[config.mk]
export PLATFORM = sky130hd
export DESIGN_NAME = carry_skip_seq_adder_flat
export DESIGN_NICKNAME = d
export VERILOG_FILES = /design/src/rtl/carry_skip_seq_adder_pkg.sv /design/src/rtl/carry_skip_seq_adder_if.sv /design/src/rtl/carry_skip_seq_adder_csa.sv /design/src/rtl/carry_skip_seq_adder.sv /design/src/flat_wrapper.sv
export SDC_FILE = /design/constraint.sdc
export NUM_CORES = 1
export LEC_CHECK = 0
export ABC_AREA = 1
export CORE_AREA = 2 2 87 89
export DETAILED_ROUTE_END_ITERATION = 8
export DIE_AREA = 0 0 89 91
export GPL_ROUTABILITY_DRIVEN = 0
export PLACE_DENSITY = 0.69
export SYNTH_ARGS = -nofsm -noshare
export SYNTH_HDL_FRONTEND = slang
export SYNTH_SLANG_ARGS = --single-unit
[constraint.sdc]
create_clock -name clk -period 2.9 [get_ports clk]
set_clock_uncertainty 0.05 [all_clocks]
set_input_delay 0.435 -clock clk [delete_from_list [all_inputs] [get_ports clk]]
set_output_delay 0.435 -clock clk [all_outputs]
set_load 0.1 [all_outputs]
[src/rtl/carry_skip_seq_adder_pkg.sv]
// carry_skip_seq_adder_pkg: shared slice width, FSM state type and counter-width helper.
// No ports; imported by the interface users and the top level.
package carry_skip_seq_adder_pkg;
    localparam int SLICE_W = 4;

    typedef enum logic [1:0] {
        IDLE = 2'd0,
        RUN  = 2'd1,
        DONE = 2'd2
    } state_e;

    function automatic int cnt_width(input int nslice);
        return (nslice > 1) ? $clog2(nslice) : 1;
    endfunction
endpackage

[src/rtl/carry_skip_seq_adder_if.sv]
// carry_skip_seq_adder_if: operand and result valid/ready bundle.
// Ports (signals): in_valid/in_ready/a/b/cin form the operand channel,
// out_valid/out_ready/sum/cout form the result channel.
// master = upstream producer and downstream consumer side, slave = adder side.
interface carry_skip_seq_adder_if #(parameter int WIDTH = 16);
    logic             in_valid;
    logic             in_ready;
    logic [WIDTH-1:0] a;
    logic [WIDTH-1:0] b;
    logic             cin;
    logic             out_valid;
    logic             out_ready;
    logic [WIDTH-1:0] sum;
    logic             cout;

    modport master (
        output in_valid, a, b, cin, out_ready,
        input  in_ready, out_valid, sum, cout
    );

    modport slave (
        input  in_valid, a, b, cin, out_ready,
        output in_ready, out_valid, sum, cout
    );
endinterface

[src/rtl/carry_skip_seq_adder_csa.sv]
// carry_skip_adder: 4-bit carry-skip adder slice.
// Ports: a_i, b_i (4-bit operands), cin_i (carry in), sum_o (4-bit sum), cout_o (carry out).
module carry_skip_adder
    import carry_skip_seq_adder_pkg::*;
(
    input  logic [SLICE_W-1:0] a_i,
    input  logic [SLICE_W-1:0] b_i,
    input  logic               cin_i,
    output logic [SLICE_W-1:0] sum_o,
    output logic               cout_o
);
    logic [SLICE_W-1:0] p;
    logic [SLICE_W-1:0] g;
    logic [SLICE_W:0]   c;

    always_comb begin
        p    = a_i ^ b_i;
        g    = a_i & b_i;
        c    = '0;
        c[0] = cin_i;
        for (int i = 0; i < SLICE_W; i++) c[i+1] = g[i] | (p[i] & c[i]);
        sum_o  = p ^ c[SLICE_W-1:0];
        // When every bit propagates, the carry bypasses the ripple chain.
        cout_o = (&p) ? cin_i : c[SLICE_W];
    end
endmodule

[src/rtl/carry_skip_seq_adder.sv]
// carry_skip_seq_adder: multi-cycle WIDTH-bit adder built on one 4-bit carry-skip slice.
// Ports: clk (rising-edge clock), rst_n (async active-low reset),
// bus (slave modport: operand channel in, result channel out).
module carry_skip_seq_adder
    import carry_skip_seq_adder_pkg::*;
#(
    parameter int WIDTH = 16
) (
    input  logic                   clk,
    input  logic                   rst_n,
    carry_skip_seq_adder_if.slave  bus
);
    localparam int NSLICE = WIDTH / SLICE_W;
    localparam int CNT_W  = cnt_width(NSLICE);
    localparam logic [CNT_W-1:0] LAST = CNT_W'(NSLICE - 1);

    if (WIDTH < SLICE_W || WIDTH % SLICE_W != 0) begin : g_bad_width
        $error("carry_skip_seq_adder: WIDTH must be a positive multiple of 4");
    end

    state_e           state_q, state_d;
    logic [WIDTH-1:0] a_sh_q, a_sh_d;
    logic [WIDTH-1:0] b_sh_q, b_sh_d;
    logic [WIDTH-1:0] sum_sh_q, sum_sh_d;
    logic [WIDTH-1:0] sum_q, sum_d;
    logic             carry_q, carry_d;
    logic             cout_q, cout_d;
    logic [CNT_W-1:0] cnt_q, cnt_d;
    logic [SLICE_W-1:0] slice_sum;
    logic             slice_cout;
    logic [WIDTH-1:0] sum_sh_nxt;

    carry_skip_adder u_slice (
        .a_i    (a_sh_q[SLICE_W-1:0]),
        .b_i    (b_sh_q[SLICE_W-1:0]),
        .cin_i  (carry_q),
        .sum_o  (slice_sum),
        .cout_o (slice_cout)
    );

    // New slice result enters at the top; after NSLICE shifts the low nibble lands at bit 0.
    assign sum_sh_nxt = (sum_sh_q >> SLICE_W) | (WIDTH'(slice_sum) << (WIDTH - SLICE_W));

    always_comb begin
        state_d  = state_q;
        a_sh_d   = a_sh_q;
        b_sh_d   = b_sh_q;
        sum_sh_d = sum_sh_q;
        sum_d    = sum_q;
        carry_d  = carry_q;
        cout_d   = cout_q;
        cnt_d    = cnt_q;
        case (state_q)
            IDLE: if (bus.in_valid) begin
                a_sh_d  = bus.a;
                b_sh_d  = bus.b;
                carry_d = bus.cin;
                cnt_d   = '0;
                state_d = RUN;
            end
            RUN: begin
                a_sh_d   = a_sh_q >> SLICE_W;
                b_sh_d   = b_sh_q >> SLICE_W;
                sum_sh_d = sum_sh_nxt;
                carry_d  = slice_cout;
                cnt_d    = cnt_q + CNT_W'(1);
                if (cnt_q == LAST) begin
                    sum_d   = sum_sh_nxt;
                    cout_d  = slice_cout;
                    state_d = DONE;
                end
            end
            DONE: if (bus.out_ready) state_d = IDLE;
            default: state_d = IDLE;
        endcase
    end

    always_ff @(posedge clk or negedge rst_n) begin
        if (!rst_n) begin
            state_q  <= IDLE;
            a_sh_q   <= '0;
            b_sh_q   <= '0;
            sum_sh_q <= '0;
            sum_q    <= '0;
            carry_q  <= 1'b0;
            cout_q   <= 1'b0;
            cnt_q    <= '0;
        end else begin
            state_q  <= state_d;
            a_sh_q   <= a_sh_d;
            b_sh_q   <= b_sh_d;
            sum_sh_q <= sum_sh_d;
            sum_q    <= sum_d;
            carry_q  <= carry_d;
            cout_q   <= cout_d;
            cnt_q    <= cnt_d;
        end
    end

    assign bus.in_ready  = (state_q == IDLE);
    assign bus.out_valid = (state_q == DONE);
    assign bus.sum       = sum_q;
    assign bus.cout      = cout_q;
endmodule

[src/flat_wrapper.sv]
// flat-port wrapper written by rule: the top's interface ports become plain ports
module carry_skip_seq_adder_flat import carry_skip_seq_adder_pkg::*;
#(
    parameter int WIDTH = 16
)
  (clk, rst_n, bus_in_valid, bus_a, bus_b, bus_cin, bus_out_ready, bus_in_ready, bus_out_valid, bus_sum, bus_cout);
  carry_skip_seq_adder_if #(.WIDTH(WIDTH)) bus_i ();
  input  logic clk;
  input  logic rst_n;
  input wire logic [$bits(bus_i.in_valid)-1:0] bus_in_valid;
  input wire logic [$bits(bus_i.a)-1:0] bus_a;
  input wire logic [$bits(bus_i.b)-1:0] bus_b;
  input wire logic [$bits(bus_i.cin)-1:0] bus_cin;
  input wire logic [$bits(bus_i.out_ready)-1:0] bus_out_ready;
  output wire logic [$bits(bus_i.in_ready)-1:0] bus_in_ready;
  output wire logic [$bits(bus_i.out_valid)-1:0] bus_out_valid;
  output wire logic [$bits(bus_i.sum)-1:0] bus_sum;
  output wire logic [$bits(bus_i.cout)-1:0] bus_cout;
  assign bus_i.in_valid = bus_in_valid;
  assign bus_i.a = bus_a;
  assign bus_i.b = bus_b;
  assign bus_i.cin = bus_cin;
  assign bus_i.out_ready = bus_out_ready;
  assign bus_in_ready = bus_i.in_ready;
  assign bus_out_valid = bus_i.out_valid;
  assign bus_sum = bus_i.sum;
  assign bus_cout = bus_i.cout;
  carry_skip_seq_adder #(.WIDTH(WIDTH)) u_core (.clk(clk), .rst_n(rst_n), .bus(bus_i));
endmodule
# After elaboration in Yosys (flattened, before gate mapping)
# Index checks and enable logic that the tools add are counted.
# word_totals
reg_bits	70
in_bits	37
out_inout_bits	19
word_cells	46
# classes
add_sub_neg	1
eq_ne	6
n_mux	13
n_bitwise	12
n_reduce_logical	6
# ops
cell	count
one-hot mux 16 bit (2 select lines)	2
two-way mux 16 bit	2
bitwise OR 12 x 16 -> 16 bit	1
two-way mux 2 bit	4
XOR 4 bit	2
one-hot mux 2 bit (3 select lines)	1
AND 1 bit	4
AND 4 bit	1
== test 2 bit (second input constant)	2
inequality test 2 bit (second input constant)	2
bitwise OR 1 bit	4
one-hot mux 2 bit (2 select lines)	1
AND reduction 2 bit	2
AND reduction 4 bit	1
AND reduction 3 bit	1
adder 2 x 1 -> 2 bit (second input constant)	1
== test 2 x 1 -> 1 bit (second input constant)	1
zero test 2 bit	1
two-way mux 1 bit	2
inequality test 2 x 1 -> 1 bit (second input constant)	1
one-hot mux 1 bit (2 select lines)	1
nonzero test 2 bit	1

# Depth between registers and ports, before layout
# Gate-level depths: netlist of the first run.
# depth
depth_word	11
depth_mapped	10
depth_no_buf	10

# Modules after synthesis
# From an unflattened synthesis of the first run, not the netlist that was laid out.
# hier_totals
cells_unflattened	393
area_unflattened_um2	3120.5
# modules_own_cells
mod	instances	cells_per_inst	area_per_inst_um2	seq_area_each_um2
carry_skip_seq_adder	1	369	2929.1	1651.6
carry_skip_adder	1	24	191.4	0.0

# Worst setup path before layout of the first run
# No wires, ideal clock.
# synth_timing
kind	register to output
from	reg u_core.state_q[1]
to	out bus_out_valid
arrival_time_ns	1.748
setup_slack_ns	0.667
stages_incl_launch_ff	3
path_buffers	0
path_cell_list	dfrtp_1 inv_2 nor2_1
# synth_between
elab_chain_len	1
# synth_lines
element	line_no	source
from (decl)	carry_skip_seq_adder.sv:21	state_e state_q, state_d;
from (signal assigned)	carry_skip_seq_adder.sv:89	state_q <= state_d;
== test 2 bit	carry_skip_seq_adder.sv:101	assign bus.out_valid = (state_q == DONE);
to (decl)	flat_wrapper.sv:16	output wire logic [$bits(bus_i.out_valid)-1:0] bus_out_valid;
# No other way between the ends.

# Worst setup path after layout of the first run
# layout_timing
from	reg u_core.carry_q
to	reg u_core.sum_sh_q[15]
# layout_between
elab_chain_len	8
# layout_lines
element	line_no	source
from (decl)	carry_skip_seq_adder.sv:26	logic carry_q, carry_d;
from (signal assigned)	carry_skip_seq_adder.sv:94	carry_q <= carry_d;
AND 1 bit	carry_skip_seq_adder_csa.sv:21	for (int i = 0; i < SLICE_W; i++) c[i+1] = g[i] | (p[i] & c[i]);
bitwise OR 1 bit	carry_skip_seq_adder_csa.sv:21	
AND 1 bit	carry_skip_seq_adder_csa.sv:21	
bitwise OR 1 bit	carry_skip_seq_adder_csa.sv:21	
AND 1 bit	carry_skip_seq_adder_csa.sv:21	
bitwise OR 1 bit	carry_skip_seq_adder_csa.sv:21	
XOR 4 bit	carry_skip_seq_adder_csa.sv:22	sum_o = p ^ c[SLICE_W-1:0];
bitwise OR 12 x 16 -> 16 bit	carry_skip_seq_adder.sv:42	assign sum_sh_nxt = (sum_sh_q >> SLICE_W) | (WIDTH'(slice_sum) << (WIDTH - SLICE_W));
to (signal assigned)	carry_skip_seq_adder.sv:92	sum_sh_q <= sum_sh_d;
to (decl)	carry_skip_seq_adder.sv:24	logic [WIDTH-1:0] sum_sh_q, sum_sh_d;
# No other way between the ends.
# A chain may end at the register's enable or synchronous reset.

==> results by group, run 1 <==
Critical path
  • Crit Path Max Fanout: 2
  • Worst path depth: 8
  • R2R Path Start: u_core.carry_q$_DFFE_PN0P_
  • Top delay family on crit path: adder cells
  • Crit Path Class: flop to flop
  • Setup crit end kind: flop
  • Worst setup startpoint: u_core.carry_q$_DFFE_PN0P_
  • Critical Path AT: 2460 ps
  • CP Buf/Inv Count: 3
  • Critical path's slowest cell: fa_1
  • Worst reg2reg path depth: 8
  • Max incr delay on CP: roughly 430 ps
  • Register-to-Register Setup Slack: 640 ps
  • Worst Path Required: 3100 ps
  • CP Launch Type: flop
  • Cell mode on critical path: fa_1
  • Crit-path cells: inv_1, fa_1, inv_1, fa_1, fa_1, inv_1, fa_1, o21ai_0

Floorplan
  • Initial Util: 44.0%
  • Die area: 8100 um^2
  • IO Pins: 56
  • Die X-Extent: around 89 um
  • Die Span Y: ~90 um
  • Core ar.: 7140 um^2
  • Floorplan row count: 31

Job
  • Max-cap viol count: 0

Clock tree
  • CTS Buffer Depth: 2
  • Worst-Skew Late Latency: 340 ps
  • Worst-path clk slew: 70 ps
  • Setup Buffers After CTS: 0
  • H-tree depth: 3
  • Cts repair resizes: 0
  • CTS tree: done
  • Clk root buf: clkbuf_8
  • Clk sink count: 66
  • CTS Buf Count: 9
  • # hold bufs at CTS: 0

Routing
  • Initial drt markers: about 90
  • WL/cell: 11.4 um
  • DRT Pass-1 Iters: 4
  • Final wirelength: 5.91 mm
  • Routed Antenna Nets: 0
  • # DRC: 0
  • Total number of vias: roughly 2400
  • Vias per cell: 4.59

Timing
  • Relative slew slack: 64.7%
  • Max-slew violations: 0
  • Final setup viols: 0
  • Final Cycle Share: 77.9%
  • Post-layout minimum cycle time: 2260 ps
  • Final setup margin: between 600 and 700 ps
  • Setup TNS Final: 0 ps
  • Worst Hold Slack: ~51 ps
  • Endpoints failing hold: 0
  • RSZ-0062 raised after global routing: false
  • F_max: 442 MHz
  • Slew at the pin closest to its max-slew limit: 530 ps

GRT
  • Largest net degree at the start of global routing: 67
  • Global-route wire length before repair: ~10 mm
  • Initial antenna violation count: 0
  • Vias in the first global route: 2309
  • Total grt overflow: 0
  • Total track usage: 16.1%

Cells and area
  • Fraction of layout cells with a size suffix above 1: 13.1%
  • Final net count: 460
  • Antenna diodes: 0
  • Area Overhead vs Synth: 22.1%

Place
  • Post-Place Setup Slack: 635 ps
  • Post-DP HPWL: 3.97 mm
  • Port Buf Inserts: 55

Yosys
  • Netlist Area Pre-Place: 3140 um^2
  • Seq/Total Area, Yosys: 52.7%
  • Syn Inst Count: 362
  • Warnings, synthesis: 0
  • Synthesis-stage register bit count: 66
  • Syn avg cell area: roughly 8.7 um^2
  • Synth cell types: 21
  • Syn Nets: 408

Hold path
  • Min-Delay Path Class: primary input to asynchronous set/reset pin

Outcome
  • Outcome: complete, no violations
-- layout make-up --
type / count / area [um^2]
clock buffer: 13 / 149
clock inverter: 3 / 15.0
fill: 687 / 3310
inverter: 65 / 244
multi-input combinational: 213 / 1110
sequential: 66 / 1650
tap: 99 / 124
timing repair buffer: 59 / 541
-- logic make-up after synthesis --
group / synth area share, %
DFF: 52.7
buffers and inverters: 12.1
AOI/OAI and AO/OA: 11.0
and+or+nand+nor: 19.7
adders and majority gates: 4.55
-- cells in the mapped netlist (all sizes together) --
cell type	n	area share, %
a21oi	1	0.16
nor2	9	1.3
ha	5	2.0
nand3	37	5.9
clkbuf	2	0.28
nand2	98	13
o31ai	1	0.24
dfrtp	66	53
buf	16	4.0
fa	4	2.6
o21ai	58	11
inv	65	7.8
-- flip-flops by register name, summed over array words and instances, names as in the netlist --
| register | flops |
|---|---|
| u_core.b_sh_q | 16 |
| u_core.sum_sh_q | 12 |
| u_core.carry_q | 1 |
| u_core.cnt_q | 2 |
| u_core.state_q | 2 |
| u_core.a_sh_q | 16 |
| u_core.bus.sum | 16 |
| u_core.bus.cout | 1 |
-- path summary, 6_finish.rpt --
kind,endpoint
worst max-delay path,u_core.sum_sh_q[15]$_DFFE_PN0P_
worst min-delay path,u_core.a_sh_q[3]$_DFFE_PN0P_
worst max register to register,u_core.sum_sh_q[15]$_DFFE_PN0P_
worst min register to register,u_core.bus.sum[0]$_DFFE_PN0P_
max in group asynchronous,u_core.b_sh_q[15]$_DFFE_PN0P_
min in group clk,u_core.bus.sum[0]$_DFFE_PN0P_
-- metal layers --
layer | share of wire (%) | vias to the layer above | GRT usage (%) | wire [um]
met1 | 45 | 1091 | 20.8 | 2650
met5 | 0 | - | 0 | 0
met3 | 4.6 | 11 | 3.73 | 269
met2 | 49 | 58 | 25.9 | 2870
met4 | 1.9 | 0 | 6.34 | 110
li1 | - | 1217 | - | -
-- cells in the final DEF, fill, tap and decap left out --
master	Yosys	layout
a21oi_1	1	1
buf_12	0	1
buf_2	5	1
buf_4	6	22
clkbuf_1	1	3
clkbuf_8	0	10
clkdlybuf4s50_1	0	35
clkinv_2	0	3
dfrtp_1	66	66
fa_1	4	4
ha_1	5	5
inv_1	63	63
inv_2	2	2
nand2_1	94	94
nand2_2	1	1
nand2_4	3	3
nand3_1	37	37
nor2_1	8	8
nor2_4	1	1
o21ai_0	20	20
o21ai_1	27	27
o21ai_2	11	11
o31ai_1	1	1
-- stage by stage --
stage / cells / utilization [%] / cell area (um^2)
final: 518 / 53.7 / 3830
after global routing: 518 / 53.7 / 3830
after CTS: 518 / 53.7 / 3830
after detailed placement: 502 / 51.4 / 3670
after global placement: 502 / 51.4 / 3670
after floorplan: 362 / - / 3140
Power of run 1 is left out: the tool's default activity adds up to more than one toggle a clock period on the data nets, which glitch-free logic cannot reach.
==> run 2: changes to the inputs <==
clock period = 2.35 ns   (was 2.9 ns; I/O delays follow)
==> run 2 against run 1 <==
  * Setup slack lost 510 ps
  * Non-clock buffer count rose by 2
  * Utilization grew 0.60 points
  * Cell count increased by 0.39%
  * Largest cell class unchanged
  * Critical path type unchanged
  * Clock-buffer cell count unchanged
  * Sequential cell count unchanged
  * First-iteration DRC count rose by 38%
  * Worst hold slack worse by 47 ps
  * Critical path depth unchanged
==> results by group, run 2 (same netlist as run 1, synthesis figures left out) <==
Hold path
  • Min-Delay Path Class: primary input to asynchronous set/reset pin

Critical path
  • Setup crit end kind: flop
  • CP Launch Type: flop
  • Worst reg2reg path depth: 8 (unchanged)
  • Critical Path AT: 2420 ps (-40 ps)
  • R2R Path Start: u_core.carry_q$_DFFE_PN0P_
  • Register-to-Register Setup Slack: 130 ps (-510 ps)
  • Crit Path Class: flop to flop
  • Crit Path Max Fanout: 2 (unchanged)
  • Worst Path Required: 2550 ps (-550 ps)
  • RR Endpoint: u_core.sum_sh_q[15]$_DFFE_PN0P_

Cells and area
  • Fraction of layout cells with a size suffix above 1: 14.0% (+0.89 points)
  • Multi-input logic area: 1110 um^2 (unchanged)
  • Most common cell after layout, fill and taps aside: nand2_1
  • Final Util: 54.3% (+0.60 points)
  • Most frequent cells in the layout: 94 x nand2_1, 66 x dfrtp_1, 60 x inv_1, 37 x nand3_1, 35 x clkdlybuf4s50_1
  • Fill count: 700 (+1.9%)
  • Reg area: 1650 um^2 (unchanged)
  • Area Overhead vs Synth: 23.5%
  • Antenna diodes: 0 (unchanged)
  • Final net count: 462 (+0.43%)

Floorplan
  • Die Span Y: 91 um (unchanged)
  • Initial Util: 44.0% (unchanged)
  • Die area: 8100 um^2 (unchanged)
  • Core ar.: 7140 um^2 (unchanged)
  • Die X-Extent: 89 um (unchanged)
  • IO Pins: 56 (unchanged)
  • Floorplan row count: 31 (unchanged)

GRT
  • Vias in the first global route: 2352 (+1.9%)
  • Total track usage: 16.6% (+0.48 points)
  • Total grt overflow: 0 (unchanged)
  • Largest net degree at the start of global routing: 54 (-19%)
  • Initial antenna violation count: 0 (unchanged)
  • Global-route wire length before repair: 10.7 mm (+4.5%)

Place
  • Port Buf Inserts: 55 (unchanged)
  • Post-DP HPWL: 4.18 mm (+5.4%)

Routing
  • Initial drt markers: 127 (+38%)
  • Total number of vias: 2391 (+0.59%)
  • Routed Antenna Nets: 0 (unchanged)
  • # DRC: 0 (unchanged)
  • Final wirelength: 6.07 mm (+2.8%)
  • WL/cell: 11.7 um (+2.4%)
  • DRT Pass-1 Iters: 4 (unchanged)
  • Vias per cell: 4.60 (+0.20%)

Timing
  • Worst Hold Slack: 3.46 ps (-47.3 ps)
  • Final setup viols: 0 (unchanged)
  • Post-layout minimum cycle time: 2220 ps (-35.7 ps)
  • Final Cycle Share: 94.7% (+17 points)
  • Endpoints failing hold: 0 (unchanged)
  • F_max: 449 MHz (+1.6%)
  • Relative slew slack: 55.6% (-9.1 points)
  • Max-slew violations: 0 (unchanged)
  • RSZ-0062 raised after global routing: false
  • Slew at the pin closest to its max-slew limit: 666 ps (+136 ps)
  • Setup TNS Final: 0 ps (unchanged)

Clock tree
  • # hold bufs at CTS: 0 (unchanged)
  • CTS Buf Count: 9 (unchanged)
  • Clk sink count: 66 (unchanged)
  • Clk root buf: clkbuf_8
  • CTS tree: done
  • Worst-Skew Late Latency: 330 ps (about the same)
  • H-tree depth: 3 (unchanged)
  • CTS Buffer Depth: 2 (unchanged)
  • Setup Buffers After CTS: 0 (unchanged)
  • Cts repair resizes: 0 (unchanged)
  • Worst-path clk slew: 70 ps (about the same)

Outcome
  • Outcome: complete, no violations

Job
  • Max-cap viol count: 0 (unchanged)
==> run 2: area by class of cell <==
| cell class | instances | area share (%) |
|---|---|---|
| inverters | 65 | 6.30 |
| multi-input cells | 213 | 28.6 |
| well taps | 99 | 3.20 |
| clock buffers | 13 | 3.59 |
| clock inverters | 3 | 1.03 |
| repair buffers | 61 | 14.7 |
| flip-flops and latches | 66 | 42.6 |
==> run 2: per-stage QoR <==
| stage | std cells | instance area [um^2] | worst slack (ps) |
|---|---|---|---|
| final | 520 | 3870 | 125 |
| after global placement | 504 | 3690 | 143 |
| after global routing | 520 | 3870 | 12.0 |
| after floorplan | 362 | 3140 | 199 |
| after CTS | 520 | 3870 | 88.1 |
| after detailed placement | 504 | 3690 | 105 |
==> run 2: routing by layer <==
layer / share of wire [%] / wire length, um / vias up / global-route usage [%]
met3: 4.7 / 287 / 6 / 3.45
met1: 47 / 2850 / 1101 / 22.7
met4: 0.97 / 59 / 0 / 5.35
met2: 47 / 2880 / 62 / 26.2
li1: - / - / 1222 / -
met5: 0 / 0 / - / 0
==> run 2: worst max-delay path by stage <==
stage | end | cells past startpoint | slack (ps) | from
floorplan | bus_out_valid | 2 | 200 | u_core.state_q[1]$_DFFE_PN0P_
global placement | u_core.sum_sh_q[15]$_DFFE_PN0P_ | 8 | 140 | u_core.carry_q$_DFFE_PN0P_
detailed placement | u_core.sum_sh_q[15]$_DFFE_PN0P_ | 8 | 100 | u_core.carry_q$_DFFE_PN0P_
CTS | u_core.sum_sh_q[15]$_DFFE_PN0P_ | 8 | 90 | u_core.carry_q$_DFFE_PN0P_
global route | u_core.sum_sh_q[15]$_DFFE_PN0P_ | 8 | 10 | u_core.carry_q$_DFFE_PN0P_
finish | u_core.sum_sh_q[15]$_DFFE_PN0P_ | 8 | 130 | u_core.carry_q$_DFFE_PN0P_
==> run 2: worst max-delay path: stages, from the launching register on <==
cell	delay, ps
dfrtp_1	400
inv_2	70
fa_1	170
inv_1	50
fa_1	380
fa_1	370
inv_1	70
fa_1	430
o21ai_1	140
Power of run 2 is left out for the same reason.
